**src/rtl/mem2_load_unit_if.sv**
```systemverilog
// MEM2 load-unit bus: pipeline controls, load attributes,
// read response and formatted results.
interface mem2_load_unit_if;
  logic        MEM2_Flush;
  logic        WB_Wr;
  logic        MEM_Valid;
  logic        MEM_IsLoad;
  logic [2:0]  MEM_LoadType;
  logic [1:0]  MEM_AddrLo;
  logic [31:0] MEM_OutB;
  logic [31:0] MEM_ALUOut;
  logic [31:0] MEM_PC;
  logic [1:0]  MEM_WbSel;
  logic        rsp_valid;
  logic [31:0] rsp_data;
  logic [31:0] MEM2_DMOut;
  logic [31:0] MEM2_Result;
  logic        MEM2_Stall;
  logic        timeout_err;

  modport master (
    output MEM2_Flush, WB_Wr,
    output MEM_Valid, MEM_IsLoad,
    output MEM_LoadType, MEM_AddrLo,
    output MEM_OutB, MEM_ALUOut,
    output MEM_PC, MEM_WbSel,
    output rsp_valid, rsp_data,
    input  MEM2_DMOut, MEM2_Result,
    input  MEM2_Stall, timeout_err
  );

  modport slave (
    input  MEM2_Flush, WB_Wr,
    input  MEM_Valid, MEM_IsLoad,
    input  MEM_LoadType, MEM_AddrLo,
    input  MEM_OutB, MEM_ALUOut,
    input  MEM_PC, MEM_WbSel,
    input  rsp_valid, rsp_data,
    output MEM2_DMOut, MEM2_Result,
    output MEM2_Stall, timeout_err
  );
endinterface

```
**src/rtl/mem2_load_unit.sv**
```systemverilog
// MEM2 load unit: waits for load data, formats it, picks the
// write-back value. Optional LWL/LWR merge under `LWLR_EN.
module mem2_load_unit #(
  parameter int RSP_TIMEOUT = 1024,
  parameter int CNT_W       = 11
) (
  input logic              clk,
  input logic              rst,
  mem2_load_unit_if.slave  bus
);

  typedef enum logic [1:0] {
    IDLE  = 2'd0,
    WAIT  = 2'd1,
    HOLD  = 2'd2,
    DRAIN = 2'd3
  } state_t;

  localparam logic [CNT_W-1:0] TMO = CNT_W'(RSP_TIMEOUT);

  state_t           state;
  state_t           state_nxt;
  logic [31:0]      buf_q;
  logic [CNT_W-1:0] cnt;
  logic [CNT_W-1:0] cnt_inc;
  logic             err_q;
  logic             cnt_run;
  logic             cap;
  logic             is_load;
  logic [31:0]      d;
  logic [1:0]       a;
  logic [7:0]       byte_sel;
  logic [15:0]      half_sel;
  logic [31:0]      fmt_data;
  logic [31:0]      dm;
  logic             stall;

  assign is_load = bus.MEM_Valid & bus.MEM_IsLoad;
  assign d       = bus.rsp_data;
  assign a       = bus.MEM_AddrLo;
  assign cnt_inc = cnt + 1'b1;

  assign byte_sel = d[{a, 3'b000} +: 8];
  assign half_sel = a[1] ? d[31:16] : d[15:0];

  always_comb begin
    fmt_data = d;
    case (bus.MEM_LoadType)
      3'b001:  fmt_data = {{24{byte_sel[7]}}, byte_sel};
      3'b010:  fmt_data = {24'd0, byte_sel};
      3'b011:  fmt_data = {{16{half_sel[15]}}, half_sel};
      3'b100:  fmt_data = {16'd0, half_sel};
`ifdef LWLR_EN
      3'b101: begin
        case (a)
          2'd0:    fmt_data = {d[7:0],  bus.MEM_OutB[23:0]};
          2'd1:    fmt_data = {d[15:0], bus.MEM_OutB[15:0]};
          2'd2:    fmt_data = {d[23:0], bus.MEM_OutB[7:0]};
          default: fmt_data = d;
        endcase
      end
      3'b110: begin
        case (a)
          2'd1:    fmt_data = {bus.MEM_OutB[31:24], d[31:8]};
          2'd2:    fmt_data = {bus.MEM_OutB[31:16], d[31:16]};
          2'd3:    fmt_data = {bus.MEM_OutB[31:8],  d[31:24]};
          default: fmt_data = d;
        endcase
      end
`endif
      default: fmt_data = d;
    endcase
  end

`ifndef LWLR_EN
  logic unused_outb;
  assign unused_outb = ^bus.MEM_OutB;
`endif

  always_comb begin
    dm    = '0;
    stall = 1'b0;
    unique case (state)
      IDLE: begin
        stall = is_load & ~bus.rsp_valid;
        if (is_load && bus.rsp_valid)
          dm = fmt_data;
      end
      WAIT: begin
        stall = ~bus.rsp_valid;
        if (bus.rsp_valid)
          dm = fmt_data;
      end
      HOLD:  dm = buf_q;
      DRAIN: stall = is_load;
      default: ;
    endcase
  end

  always_comb begin
    bus.MEM2_Result = bus.MEM_ALUOut;
    unique case (1'b1)
      bus.MEM_WbSel == 2'b01:
        bus.MEM2_Result = dm;
      bus.MEM_WbSel == 2'b10:
        bus.MEM2_Result = bus.MEM_PC + 32'd8;
      default:
        bus.MEM2_Result = bus.MEM_ALUOut;
    endcase
  end

  assign bus.MEM2_DMOut  = dm;
  assign bus.MEM2_Stall  = stall;
  assign bus.timeout_err = err_q;

  // Flush wins; a flushed WAIT still owes us one response.
  always_comb begin
    state_nxt = state;
    cap       = 1'b0;
    if (bus.MEM2_Flush) begin
      state_nxt = (state == WAIT) ? DRAIN : IDLE;
    end else begin
      unique case (state)
        IDLE: begin
          if (is_load) begin
            if (!bus.rsp_valid) begin
              state_nxt = WAIT;
            end else if (!bus.WB_Wr) begin
              state_nxt = HOLD;
              cap       = 1'b1;
            end
          end
        end
        WAIT: begin
          if (bus.rsp_valid) begin
            if (bus.WB_Wr) begin
              state_nxt = IDLE;
            end else begin
              state_nxt = HOLD;
              cap       = 1'b1;
            end
          end
        end
        HOLD: begin
          if (bus.WB_Wr)
            state_nxt = IDLE;
        end
        DRAIN: begin
          if (bus.rsp_valid)
            state_nxt = IDLE;
        end
        default: state_nxt = IDLE;
      endcase
    end
  end

  assign cnt_run = (state_nxt == state) &&
                   ((state == WAIT) || (state == DRAIN));

  always_ff @(posedge clk) begin
    if (!rst) begin
      state <= IDLE;
      buf_q <= '0;
      cnt   <= '0;
      err_q <= 1'b0;
    end else begin
      state <= state_nxt;
      if (bus.MEM2_Flush)
        buf_q <= '0;
      else if (cap)
        buf_q <= fmt_data;
      // Counter saturates at the limit; the FSM keeps waiting.
      if (cnt_run) begin
        if (cnt != TMO)
          cnt <= cnt_inc;
        if (cnt_inc == TMO)
          err_q <= 1'b1;
      end else begin
        cnt <= '0;
      end
    end
  end

endmodule
```
**src/flat_wrapper.sv**
```systemverilog
// flat-port wrapper written by rule: the top's interface ports become plain ports
module mem2_load_unit_flat 
#(
  parameter int RSP_TIMEOUT = 1024,
  parameter int CNT_W       = 11
)
  (clk, rst, bus_MEM2_Flush, bus_WB_Wr, bus_MEM_Valid, bus_MEM_IsLoad, bus_MEM_LoadType, bus_MEM_AddrLo, bus_MEM_OutB, bus_MEM_ALUOut, bus_MEM_PC, bus_MEM_WbSel, bus_rsp_valid, bus_rsp_data, bus_MEM2_DMOut, bus_MEM2_Result, bus_MEM2_Stall, bus_timeout_err);
  mem2_load_unit_if bus_i ();
  input logic clk;
  input logic rst;
  input wire logic [$bits(bus_i.MEM2_Flush)-1:0] bus_MEM2_Flush;
  input wire logic [$bits(bus_i.WB_Wr)-1:0] bus_WB_Wr;
  input wire logic [$bits(bus_i.MEM_Valid)-1:0] bus_MEM_Valid;
  input wire logic [$bits(bus_i.MEM_IsLoad)-1:0] bus_MEM_IsLoad;
  input wire logic [$bits(bus_i.MEM_LoadType)-1:0] bus_MEM_LoadType;
  input wire logic [$bits(bus_i.MEM_AddrLo)-1:0] bus_MEM_AddrLo;
  input wire logic [$bits(bus_i.MEM_OutB)-1:0] bus_MEM_OutB;
  input wire logic [$bits(bus_i.MEM_ALUOut)-1:0] bus_MEM_ALUOut;
  input wire logic [$bits(bus_i.MEM_PC)-1:0] bus_MEM_PC;
  input wire logic [$bits(bus_i.MEM_WbSel)-1:0] bus_MEM_WbSel;
  input wire logic [$bits(bus_i.rsp_valid)-1:0] bus_rsp_valid;
  input wire logic [$bits(bus_i.rsp_data)-1:0] bus_rsp_data;
  output wire logic [$bits(bus_i.MEM2_DMOut)-1:0] bus_MEM2_DMOut;
  output wire logic [$bits(bus_i.MEM2_Result)-1:0] bus_MEM2_Result;
  output wire logic [$bits(bus_i.MEM2_Stall)-1:0] bus_MEM2_Stall;
  output wire logic [$bits(bus_i.timeout_err)-1:0] bus_timeout_err;
  assign bus_i.MEM2_Flush = bus_MEM2_Flush;
  assign bus_i.WB_Wr = bus_WB_Wr;
  assign bus_i.MEM_Valid = bus_MEM_Valid;
  assign bus_i.MEM_IsLoad = bus_MEM_IsLoad;
  assign bus_i.MEM_LoadType = bus_MEM_LoadType;
  assign bus_i.MEM_AddrLo = bus_MEM_AddrLo;
  assign bus_i.MEM_OutB = bus_MEM_OutB;
  assign bus_i.MEM_ALUOut = bus_MEM_ALUOut;
  assign bus_i.MEM_PC = bus_MEM_PC;
  assign bus_i.MEM_WbSel = bus_MEM_WbSel;
  assign bus_i.rsp_valid = bus_rsp_valid;
  assign bus_i.rsp_data = bus_rsp_data;
  assign bus_MEM2_DMOut = bus_i.MEM2_DMOut;
  assign bus_MEM2_Result = bus_i.MEM2_Result;
  assign bus_MEM2_Stall = bus_i.MEM2_Stall;
  assign bus_timeout_err = bus_i.timeout_err;
  mem2_load_unit #(.RSP_TIMEOUT(RSP_TIMEOUT), .CNT_W(CNT_W)) u_core (.clk(clk), .rst(rst), .bus(bus_i));
endmodule
```
**config.mk**
```make
export PLATFORM = sky130hd
export DESIGN_NAME = mem2_load_unit_flat
export DESIGN_NICKNAME = d
export VERILOG_FILES = /design/src/rtl/mem2_load_unit_if.sv /design/src/rtl/mem2_load_unit.sv /design/src/flat_wrapper.sv
export SDC_FILE = /design/constraint.sdc
export NUM_CORES = 1
export LEC_CHECK = 0
export ABC_AREA = 1
export CAP_MARGIN = 15
export CORE_MARGIN = 2
export CORE_UTILIZATION = 69
export CTS_BUF_LIST = sky130_fd_sc_hd__clkbuf_4
export DETAILED_ROUTE_END_ITERATION = 6
export DONT_BUFFER_PORTS = 1
export PLACE_DENSITY = 0.91
export SYNTH_ARGS = -nofsm -noshare
export SYNTH_HDL_FRONTEND = slang
export SYNTH_SLANG_ARGS = --single-unit
```
**constraint.sdc**
```tcl
create_clock -name clk -period 2.4 [get_ports clk]
set_input_delay 0.36 -clock clk [delete_from_list [all_inputs] [get_ports clk]]
set_output_delay 0.36 -clock clk [all_outputs]
set_load 0.005 [all_outputs]
```
==> reports/results.txt <==
status - finished clean
Buf/Inv on CP - 1
vias in the first global route - 5267
clock share of power - 21.6%
first-pass GRT wire length - 24.9 mm
CTS root buf - clkbuf_4
# rows - 30
synthesized net count - 1071
Routed WL - 16.6 mm
DIE AREA - 7930 µm²
H-tree depth - 2
Highest Clock Rate - 437 MHz
# IOs - 208
Core Region - 6910 µm²
Crit path max-delay family - simple AND/OR/NAND/NOR gates
Setup CP Type - reg -> out
ys async rst share - 0%
top cell type's share of synthesized area - 20.8%
Lkg Pwr - 0.00252 µW
worst-skew pair later-pin latency - 370 ps
CTS tree - built
top cell type by total area after synthesis - nand2_1
Primary FF master, synth - dfxtp_1
diode count - 0
CP peak stage delay - 390 ps
Hold Path Class - in -> reg
most area-consuming cells after synthesis - nand2_1 (21%), dfxtp_1 (18%), nand3_1 (12%)
nets - 1050
CTS Buf Count - 5
YS warnings - 0
Avg Inst Size Synth - 5.40 µm²
DR vias/cell - 6.21
number of max-cap violations - 0
flop and latch count out of synthesis - 46
DP HPWL - 12.9 mm
Cell Area, Synth - 4990 µm²
placed instance area - 5010 µm²
port bufs - 0
Worst Path Max Fanout - 33
crit-path most repeated cell - nand2_1
routed len/inst - 16.6 µm
drc violations - 0
Post-Layout Cell Count - 1000
fin area - 5080 µm²
worst slew pin tran - 492 ps
startpoint class of the critical path - register
Combinational Power Share - 35.0%
Post-synth EDFFs - 0
Slowest-stage cell, CP - dfxtp_2
Switch Pwr - 721 µW
Placer Congestion - 1.05
Final ANT Viol Nets - 0
die width - 89.0 µm
Final Skew - 11.8 ps
Period Utilization, post-route - 95.3%
Flop pwr share - 43.4%
Post-Syn Instances - 924
clk buf depth - 2
Slew Limit Headroom - 67.1%
setup TNS - 0 ps
Starting Density - 72.2%
Final min period - 2290 ps
final hold vios - 0
Unique masters post-synth - 37
Worst-path clk slew - 150 ps
Slew Viols, Final - 0
CP Data Required Time - 2040 ps
fin util - 73.5%
CP Data Arrival Time - 1930 ps
largest net degree at the start of global routing - 40
# setup viols final - 0
Critical Path End Type - output pin
pre-CTS WS - 125 ps
clock sinks - 46
gr ovfl total - 0
dpl cells - 992
sw frac - 40.2%
P per Cell Area - 353 nW/µm²
DR iter-0 viols - 745
routed via count - 6212
worst path cell trace - nor2_1 > nor3_4 > buf_12 > nand2_1 > a21oi_2 > nand2_1 > a21oi_1
layout cells sized above 1 - 6.53%
Die H - 89.0 µm
Peak VDD IR - 0.248 mV
Setup WS post-layout - 112 ps
initial antenna violation count - 0
RSZ-0062 raised after global routing - false
DRT Pass-1 Iters - 5
Layout area overhead - 1.76%
post-synthesis sequential area ratio - 18.5%
gr usage total - 39.7%
internal power - 1070 µW
-- cells by family (layout without fill, tap and decap cells) --
family          after synthesis  in the layout  synth area share [%]
simple gates                549            549                  48.8
compound gates              170            170                  17.7
buf+inv                     150            130                  13.1
flops                        46             46                  18.5
fa+ha+maj                     5              5                  1.25
xor+xnor                      4              4                 0.702
-- metal layers --
layer	global-route usage, %	vias to the layer above	part of all wire, %
met2	67.3	440	47
li1	-	2962	-
met4	13.6	0	3.2
met3	7.76	48	12
met5	0	-	0
met1	50.6	2762	38
-- through the flow --
| step | total power, µW | hold slack [ps] |
|---|---|---|
| final | 1790 | 116 |
| after global routing | 1890 | 129 |
| after CTS | 1780 | 112 |
| after detailed placement | 1400 | 490 |
| after global placement | 1390 | 454 |
| after floorplan | 1290 | 439 |
-- power by group through the flow --
stage	registers, µW	logic (µW)	clock network, µW
after floorplan	793	501	0
after global placement	794	594	0
after detailed placement	795	607	0
after CTS	779	610	388
after global routing	781	689	418
final	779	628	387
-- path summary, 6_finish.rpt --
path / from / endpoint / slack, ps / depth (start not counted)
min reg2reg: u_core.cnt[8]$_SDFFE_PN0P_ / u_core.cnt[8]$_SDFFE_PN0P_ / 520 / 2
max: u_core.state[0]$_SDFF_PN0_ / bus_MEM2_Result[7] / 110 / 7
min: rst / u_core.bus.timeout_err$_SDFFE_PN0P_ / 120 / 2
max reg2reg: u_core.state[1]$_SDFF_PN0_ / u_core.bus.timeout_err$_SDFFE_PN0P_ / 490 / 12
-- worst reg2reg max path: stages, from the launching register on --
cell and delay (ps):
dfxtp_1 430, buf_4 240, nand2_1 110, inv_2 280, o21ai_1 100, nand3_1 80, nand3_1 70, nand2_1 90
o21ai_1 70, buf_4 190, inv_1 60, nand3_1 70, nand2_1 70
-- registers in the layout, summed over array words and instances, names as in the netlist --
register / cells
u_core.state: 2
u_core.buf_q: 32
u_core.cnt: 11
u_core.bus.timeout_err: 1
-- area by class of cell --
| class | instances | area (µm²) |
|---|---|---|
| fill | 673 | 1830 |
| tap | 96 | 120 |
| inverter | 104 | 394 |
| clock buffer | 5 | 37.5 |
| sequential | 46 | 922 |
| clock inverter | 3 | 16.3 |
| multi-input combinational | 728 | 3430 |
| timing repair buffer | 18 | 160 |
-- cell usage after synthesis (all sizes together) (8+ instances only) --
cell / instances
a21oi: 103
buf: 24
nand3: 136
o21ai: 56
nand4: 8
nor3: 20
nor2: 94
nand2: 279
inv: 102
or2: 10
dfxtp: 46
clkbuf: 22
-- repair_timing --
| item | in CTS | in global routing |
|---|---|---|
| setup buffers | 0 | 0 |
| setup endpoints to repair | 0 | 7 |
| resized for setup | 0 | 4 |
| hold buffers | 0 | 0 |
-- placed cells by master, fill, tap and decap left out, types with 3 or more instances in the layout --
master,n
a21oi_2,4
dfxtp_1,45
clkbuf_4,5
nand3_1,123
a21oi_1,99
xor2_1,3
or2_1,5
buf_4,16
or2_2,5
o211ai_1,5
nor2_1,93
nand3_2,11
inv_2,3
ha_1,5
nand2_1,275
o21ai_0,50
nor3_1,19
o21ai_1,6
nand4_1,8
inv_1,98
Power figures use the tool's default switching activity.
